<file path="src/rtl/dmem_arbiter.sv">
// dmem_arbiter: shares the MemArray data port between the CPU and a DMA/loader master.
// Define DMEM_ARB_STARVE_EN to compile in the DMA anti-starvation counter.
module dmem_arbiter #(
   parameter int DBITS        = 16,
   parameter int ABITS        = 12,
   parameter int MAXLOCK      = 4,
   parameter int STARVE_LIMIT = 3
) (
   input  logic             CLK,
   input  logic             RESET_N,
   input  logic             CPU_REQ,
   input  logic             CPU_WE,
   input  logic [DBITS-1:0] CPU_ADDR,
   input  logic [DBITS-1:0] CPU_DIN,
   output logic             CPU_GNT,
   output logic             CPU_RVALID,
   output logic [DBITS-1:0] CPU_RDATA,
   input  logic             DMA_REQ,
   input  logic             DMA_WE,
   input  logic             DMA_LOCK,
   input  logic [DBITS-1:0] DMA_ADDR,
   input  logic [DBITS-1:0] DMA_DIN,
   output logic             DMA_GNT,
   output logic             DMA_RVALID,
   output logic [DBITS-1:0] DMA_RDATA,
   output logic [ABITS-1:0] MEM_ADDR,
   output logic [DBITS-1:0] MEM_DIN,
   output logic             MEM_WE,
   input  logic [DBITS-1:0] MEM_DOUT
);
   localparam int LW = $clog2(MAXLOCK + 1);
   localparam logic [DBITS-1:0] BAD_DATA = DBITS'(16'hDEAD);
   logic [LW-1:0]    lock_cnt_q, lock_cnt_d;
   logic             lock_active_q, lock_active_d;
   logic             cpu_rvalid_q, cpu_rvalid_d;
   logic             dma_rvalid_q, dma_rvalid_d;
   logic             in_range_q, in_range_d;
   logic             starve_hit, lock_go, sel_we, sel_in_range, unused_addr_lsb;
   logic [DBITS-1:0] sel_addr;

`ifdef DMEM_ARB_STARVE_EN
   localparam int SW = $clog2(STARVE_LIMIT + 1);
   logic [SW-1:0] starve_cnt_q, starve_cnt_d;
   assign starve_hit = starve_cnt_q == SW'(STARVE_LIMIT);
   // Only CPU wins against a waiting DMA reach the increment arm.
   always_comb
      starve_cnt_d = (DMA_GNT || !DMA_REQ) ? '0 :
                     starve_hit ? starve_cnt_q : starve_cnt_q + SW'(1);
   always_ff @(posedge CLK or negedge RESET_N)
      if (!RESET_N) starve_cnt_q <= '0;
      else starve_cnt_q <= starve_cnt_d;
`else
   localparam int unused_starve_limit = STARVE_LIMIT;
   assign starve_hit = 1'b0;
`endif

   always_comb begin
      DMA_GNT         = DMA_REQ && (lock_active_q || starve_hit || !CPU_REQ);
      CPU_GNT         = CPU_REQ && !DMA_GNT;
      sel_addr        = DMA_GNT ? DMA_ADDR : CPU_ADDR;
      MEM_DIN         = DMA_GNT ? DMA_DIN : CPU_DIN;
      sel_we          = DMA_GNT ? DMA_WE : CPU_WE;
      sel_in_range    = sel_addr[DBITS-1:ABITS+1] == '0;
      MEM_ADDR        = sel_addr[ABITS:1];
      MEM_WE          = (CPU_GNT || DMA_GNT) && sel_we && sel_in_range;
      unused_addr_lsb = sel_addr[0];
      // The lock expires on the MAXLOCK-th grant so the CPU gets one arbitration.
      lock_go         = DMA_GNT && DMA_LOCK;
      lock_cnt_d      = !lock_go ? '0 :
                        (lock_cnt_q == LW'(MAXLOCK)) ? lock_cnt_q : lock_cnt_q + LW'(1);
      lock_active_d   = lock_go && (int'(lock_cnt_q) + 1 < MAXLOCK);
      cpu_rvalid_d    = CPU_GNT && !CPU_WE;
      dma_rvalid_d    = DMA_GNT && !DMA_WE;
      in_range_d      = sel_in_range;
   end

   assign CPU_RVALID = cpu_rvalid_q;
   assign DMA_RVALID = dma_rvalid_q;
   assign CPU_RDATA  = !cpu_rvalid_q ? '0 : in_range_q ? MEM_DOUT : BAD_DATA;
   assign DMA_RDATA  = !dma_rvalid_q ? '0 : in_range_q ? MEM_DOUT : BAD_DATA;

   always_ff @(posedge CLK or negedge RESET_N)
      if (!RESET_N) begin
         lock_cnt_q    <= '0;
         lock_active_q <= 1'b0;
         cpu_rvalid_q  <= 1'b0;
         dma_rvalid_q  <= 1'b0;
         in_range_q    <= 1'b0;
      end else begin
         lock_cnt_q    <= lock_cnt_d;
         lock_active_q <= lock_active_d;
         cpu_rvalid_q  <= cpu_rvalid_d;
         dma_rvalid_q  <= dma_rvalid_d;
         in_range_q    <= in_range_d;
      end
endmodule

</file>
<file path="config.mk">
export PLATFORM = sky130hd
export DESIGN_NAME = dmem_arbiter
export DESIGN_NICKNAME = d
export VERILOG_FILES = /design/src/rtl/dmem_arbiter.sv
export SDC_FILE = /design/constraint.sdc
export NUM_CORES = 1
export LEC_CHECK = 0
export ABC_AREA = 0
export CAP_MARGIN = 25
export CORE_UTILIZATION = 27
export DETAILED_ROUTE_END_ITERATION = 12
export GPL_ROUTABILITY_DRIVEN = 0
export PLACE_DENSITY = 0.93
export SYNTH_ARGS = -nofsm -noshare
export SYNTH_HDL_FRONTEND = slang
export SYNTH_SLANG_ARGS = --single-unit
export TNS_END_PERCENT = 20
</file>
<file path="constraint.sdc">
create_clock -name CLK -period 3.05 [get_ports CLK]
set_input_delay 0.61 -clock CLK [delete_from_list [all_inputs] [get_ports CLK]]
set_output_delay 0.61 -clock CLK [all_outputs]
set_load 0.01 [all_outputs]
</file>
==> impl_metrics.tcl, run 1 <==
set metrics [dict create \
    clk_latency_ns 0.23 \
    finalHoldViolations 0 \
    fin_crit_sh_pct 92.6 \
    drt_wl_total_mm 4.23 \
    fin_area_mm2 0.00270 \
    ios 152 \
    dpl.hpwl_mm 3.65 \
    die_h_um 65.9 \
    fmax_mhz 354 \
    tritoncts "done" \
    vias 1415 \
    hp-class "reg -> reg" \
    critPathKind "in -> out" \
    hold_path_end "lock_cnt_q[0]$_DFFE_PN0P_" \
    layout.nets 352 \
    p_leak_nw 1.18 \
    critPathArrivalTime_ns 2.21 \
    endpoint_kind "output port" \
    antennaDiodeCount 0 \
    fin_crit_ns 2.82 \
    drc 0 \
    synth.distinct_cells 25 \
    synth_top_area_share_pct 35.4 \
    wl_per_cell_um 13.6 \
    vias_per_cell 4.56 \
    yosysWarnings 0 \
    first_global_vias 1389 \
    finalCoreUtilization_pct 71.0 \
    worst_slew_pin_slew_ns 0.591 \
    synth.area.top_cells "mux2_4 (35%), dfrtp_1 (16%), and2_1 (13%), nand2b_1 (6.2%), and3_1 (5.7%)" \
    hold_depth 2 \
    drv_slew 0 \
    n_fill_cell 275 \
    setup_viol_count_final 0 \
    dr.pass1.iters 4 \
    required_ns 2.44 \
    grt.overflow.total 0 \
    peakVddDrop_v 0.000205 \
    grt_pass1_wl_mm 6.13 \
    ys_seq_area_share_pct 15.9 \
    slew_headroom_pct 60.6 \
    crit_fanout 10 \
    mostFrequentLayoutCells "clkdlybuf4s50_1 (148), mux2_4 (26), and2_1 (23)" \
    rr_startpoint "lock_cnt_q[0]$_DFFE_PN0P_" \
    fin_skew_ns 0.00365 \
    postCtsSetupBuffers 0 \
    die_w_um 65.9 \
    regToRegSetupSlack_ns 1.82 \
    drt_iter0_markers 10 \
    grt_usage_pct 18.5 \
    tns_ns 0 \
    cts_made_buffers 3 \
    fp.coreArea_mm2 0.00380 \
    avgSynthCellArea_um2 9.77 \
    ctsRootBufferMaster "clkbuf_8" \
    layout_commonest_cell "clkdlybuf4s50_1" \
    start_kind "input pin" \
    port_buffers 149 \
    grt_setup_unrepaired "false" \
    status "finished clean" \
    synth_area_mm2 0.00110 \
    dpl_cell_area_mm2 0.00265 \
    ys_ff_latch 7 \
    maxCapViolCount 0 \
    r2r_cells 5 \
    clk_pin_slew_worst_paths_ns 0.04 \
    dieArea_mm2 0.00435 \
    initial_core_util_pct 29.1 \
    r2r-end "lock_cnt_q[1]$_DFFE_PN0P_" \
    final_antenna_net_count 0 \
    min-delay-start "lock_cnt_q[0]$_DFFE_PN0P_" \
    drive_gt1_share_pct 14.9 \
    clkSinkCount 7 \
    area_growth_pct 144 \
    dp_cells 306 \
    syn_nets 202 \
    clockBufferDepth 2 \
    cts.htree.levels 1 \
    rows 22 \
    final_cells 310 \
    powerDensity_mw_per_mm2 215 \
    grt_max_degree 22 \
    netlist_instances 113 \
    synth_area_leader_cell "mux2_4" \
    antenna_found_initial 0 \
]
cells in the mapped netlist:
cell type,instances
nor4_2,1
clkbuf_1,3
mux2i_1,1
nor2_1,3
o211a_1,1
and2_1,23
a32o_1,1
buf_8,2
inv_2,1
mux2_2,3
a21oi_1,2
nand2b_2,1
mux2_4,26
dfrtp_1,7
nor3b_1,1
nand2b_1,11
and3_1,10
inv_1,3
ha_1,2
nand2_4,1
buf_6,1
nand2_1,3
nor3_1,4
buf_2,1
xnor2_1,1
worst max-delay path, cell delays in order:
cell and delay [ns]:
clkdlybuf4s50_1 0.53, nand2_4 0.11, buf_12 0.17, mux2_4 0.29
clkdlybuf4s50_1 0.50
sequential cells by signal, indices dropped and copies added, names as in the netlist:
register,flops
CPU_RVALID,1
lock_cnt_q,3
DMA_RVALID,1
in_range_q,1
lock_active_q,1
layer usage:
layer  share of wire, %  global-route usage, %
met4                1.5                   6.12
met2                 55                   38.0
met1                 34                   17.1
met5                  0                      0
met3                9.7                   4.83
worst max path at each step:
stage | from | end | slack, ns
2_1_floorplan | CPU_REQ | MEM_ADDR[10] | 1.17
3_3_place_gp | CPU_REQ | MEM_DIN[10] | 0.1
3_5_place_dp | CPU_REQ | MEM_DIN[13] | 0.05
4_1_cts | CPU_REQ | MEM_DIN[10] | 0.04
5_1_grt | DMA_REQ | MEM_ADDR[0] | 0.18
6_report | DMA_REQ | MEM_ADDR[11] | 0.23
through the flow:
step | hold WS (ns) | power (W) | setup WS (ns)
floorplan | 0.314 | 0.000232 | 1.17
global placement | 0.608 | 0.000447 | 0.0968
detailed placement | 0.608 | 0.000455 | 0.0510
CTS | 0.625 | 0.000584 | 0.0419
global route | 0.645 | 0.000606 | 0.181
finish | 0.619 | 0.000581 | 0.225
cell families (layout without fill, tap and decap cells):
group / count (synthesis) / after routing / share of synthesized area [%]
XOR/XNOR: 1 / 1 / 0.794
buffers and inverters: 11 / 160 / 6.58
multiplexers: 30 / 30 / 39.3
AO/OA/AOI/OAI: 4 / 4 / 2.72
flip-flops: 7 / 7 / 15.9
AND/OR/NAND/NOR: 58 / 58 / 32.4
adder cells (fa/ha/maj): 2 / 2 / 2.27
report_power, final:
part           switching, W  internal (W)  total, W
sequential       0.00000997     0.0000967  0.000107
combinational      0.000101      0.000245  0.000346
clock             0.0000377     0.0000902  0.000128
total              0.000148      0.000432  0.000581
cell type report:
type                            instances  area [um2]  share of cell area, %
Sequential cell                         7         175                   6.50
Multi-Input combinational cell         95         856                   31.7
Tap cell                               48        60.1                   2.23
Clock buffer                            4        45.0                   1.67
Inverter                                4        15.0                  0.557
Timing Repair Buffer                  152        1550                   57.3
repair_timing:
action,in CTS,in global routing
setup endpoints to repair,0,6
resized for setup,0,2
hold buffers,0,0
Power figures use the tool's default switching activity.
==> run 2: changes to the inputs <==
MAX_ROUTING_LAYER = met4   (was not set)
RECOVER_POWER = 100   (was not set)
TNS_END_PERCENT = 10   (was 20)
==> run 2 against run 1 <==
Non-clock buffer count unchanged. First-iteration DRC count grew 60%. Hold slack worse by 0.0024 ns. Clock power hardly changed. Highest routed layer unchanged. Clock skew barely moved. Register-to-register slack got worse by 0.06 ns. Largest power group unchanged. Maximum frequency down 3.7%. Count of clock-buffer cells in the layout stayed put. Sequential cell count stayed put. Sequential share of layout area about the same.
==> impl_metrics.tcl, run 2 (synthesis results as in run 1) <==
set metrics [dict create \
    die_h_um 65.9 \
    clkSinkCount 7 \
    regMostFlops "lock_cnt_q" \
    port_buffers 149 \
    dpl_cell_area_mm2 0.00265 \
    hold_path_end "lock_cnt_q[0]$_DFFE_PN0P_" \
    slew_headroom_pct 60.1 \
    hp-class "reg -> reg" \
    mostFrequentLayoutCells "clkdlybuf4s50_1 (100), dlygate4sd3_1 (48), mux2_4 (25)" \
    drv_slew 0 \
    drt_iter0_markers 16 \
    swShare_pct 25.9 \
    drc 0 \
    r2r_cells 4 \
    r2r-end "in_range_q$_DFF_PN0_" \
    largest_reg_flops 3 \
    grt_usage_pct 19.0 \
    peakVddDrop_v 0.000203 \
    dr.pass1.iters 6 \
    p_clk_share_pct 22.7 \
    hold_depth 2 \
    vias 1418 \
    cts_made_buffers 3 \
    powerDensity_mw_per_mm2 211 \
    grt_setup_unrepaired "false" \
    rows 22 \
    rr_startpoint "lock_active_q$_DFF_PN0_" \
    finalHoldViolations 0 \
    grt_max_degree 22 \
    tritoncts "done" \
    p_leak_nw 1.29 \
    fin_skew_ns 0.00377 \
    endpoint_kind "output port" \
    antenna_found_initial 0 \
    dpl.hpwl_mm 3.65 \
    ios 152 \
    wl_per_cell_um 13.7 \
    first_global_vias 1389 \
    start_kind "input pin" \
    min-delay-start "lock_cnt_q[0]$_DFFE_PN0P_" \
    ctsRootBufferMaster "clkbuf_8" \
    final_antenna_net_count 0 \
    fin_area_mm2 0.00269 \
    critPathArrivalTime_ns 2.32 \
    drive_gt1_share_pct 13.7 \
    postCtsSetupBuffers 0 \
    critPathMaxStageDelay_ns 0.61 \
    internal_power_w 0.000420 \
    clk_latency_ns 0.23 \
    area_growth_pct 143 \
    tns_ns 0 \
    switchingPower_w 0.000147 \
    ctsResizeCount 0 \
    fin_crit_sh_pct 96.2 \
    crit_path_cell_trace "clkdlybuf4s50_1 -> nand2_4 -> buf_12 -> mux2_4 -> dlygate4sd3_1" \
    grt_pass1_wl_mm 6.13 \
    critPathKind "in -> out" \
    pwr-share-comb_pct 58.5 \
    clk_pin_slew_worst_paths_ns 0.04 \
    status "finished clean" \
    fp.coreArea_mm2 0.00380 \
    fin_crit_ns 2.93 \
    cts_hold_buf 0 \
    worst_slew_pin_slew_ns 0.599 \
    die_w_um 65.9 \
    grt.overflow.total 0 \
    required_ns 2.44 \
    layout_commonest_cell "clkdlybuf4s50_1" \
    setup_viol_count_final 0 \
    layout.nets 352 \
    drt_wl_total_mm 4.24 \
    worstSetupStartpoint "DMA_REQ" \
    initial_core_util_pct 29.1 \
    cts.htree.levels 1 \
    seqPwrFrac_pct 18.8 \
    maxCapViolCount 0 \
    vias_per_cell 4.57 \
    dieArea_mm2 0.00435 \
    crit_fanout 10 \
    clockBufferDepth 2 \
    antennaDiodeCount 0 \
    fmax_mhz 341 \
    regToRegSetupSlack_ns 1.76 \
    cpMaxStageDelayCell "dlygate4sd3_1" \
]
[run 2: cell count changes in the layout (fill, tap and decap cells not counted), sizes merged]
cell,delta
clkdlybuf4s50,-48
dlygate4sd3,+48
[run 2: area by class of cell]
class | instances | area [um2]
fillers | 279 | 1110
clock buffers | 4 | 45.0
multi-input cells | 95 | 846
repair buffers | 152 | 1550
flip-flops and latches | 7 | 175
inverters | 4 | 15.0
well taps | 48 | 60.1
[run 2: routing by layer]
layer  vias to the layer above  track usage [%]  share of wire [%]
met1                       632             17.7                 34
met2                        92             38.0                 55
met3                         7             3.79                9.2
met4                         0             6.12                1.5
met5                         -                -                  0
li1                        687                -                  -
[run 2: worst max-delay path by stage]
| stage | end | cells past startpoint |
|---|---|---|
| 4_1_cts | MEM_DIN[10] | 6 |
| 3_3_place_gp | MEM_DIN[10] | 6 |
| 3_5_place_dp | MEM_DIN[13] | 6 |
| 2_1_floorplan | MEM_ADDR[10] | 4 |
| 5_1_grt | MEM_DIN[14] | 5 |
| 6_report | MEM_ADDR[7] | 5 |
[run 2: through the flow]
stage	std cells	hold slack [ns]	total power (W)	util [%]	worst slack (ns)
3_5_place_dp	306	0.608	0.000455	69.6	0.0510
6_report	310	0.617	0.000567	70.7	0.117
4_1_cts	310	0.625	0.000584	70.8	0.0419
5_1_grt	310	0.650	0.000592	70.7	0.0909
3_3_place_gp	306	0.608	0.000447	69.6	0.0968
2_1_floorplan	113	0.314	0.000232	-	1.17
[run 2: worst max-delay path, delay by kind of cell]
kind	cells	cell delay, ns
multiplexers	1	0.29
buffers and inverters	3	1.32
AND/OR/NAND/NOR	1	0.11
[run 2: power groups by stage]
| stage | combinational [W] | sequential, W | clock (W) |
|---|---|---|---|
| after floorplan | 0.000130 | 0.000102 | 0 |
| after global placement | 0.000339 | 0.000108 | 0 |
| after detailed placement | 0.000347 | 0.000108 | 0 |
| after CTS | 0.000349 | 0.000107 | 0.000128 |
| after global routing | 0.000350 | 0.000108 | 0.000134 |
| final | 0.000332 | 0.000107 | 0.000128 |
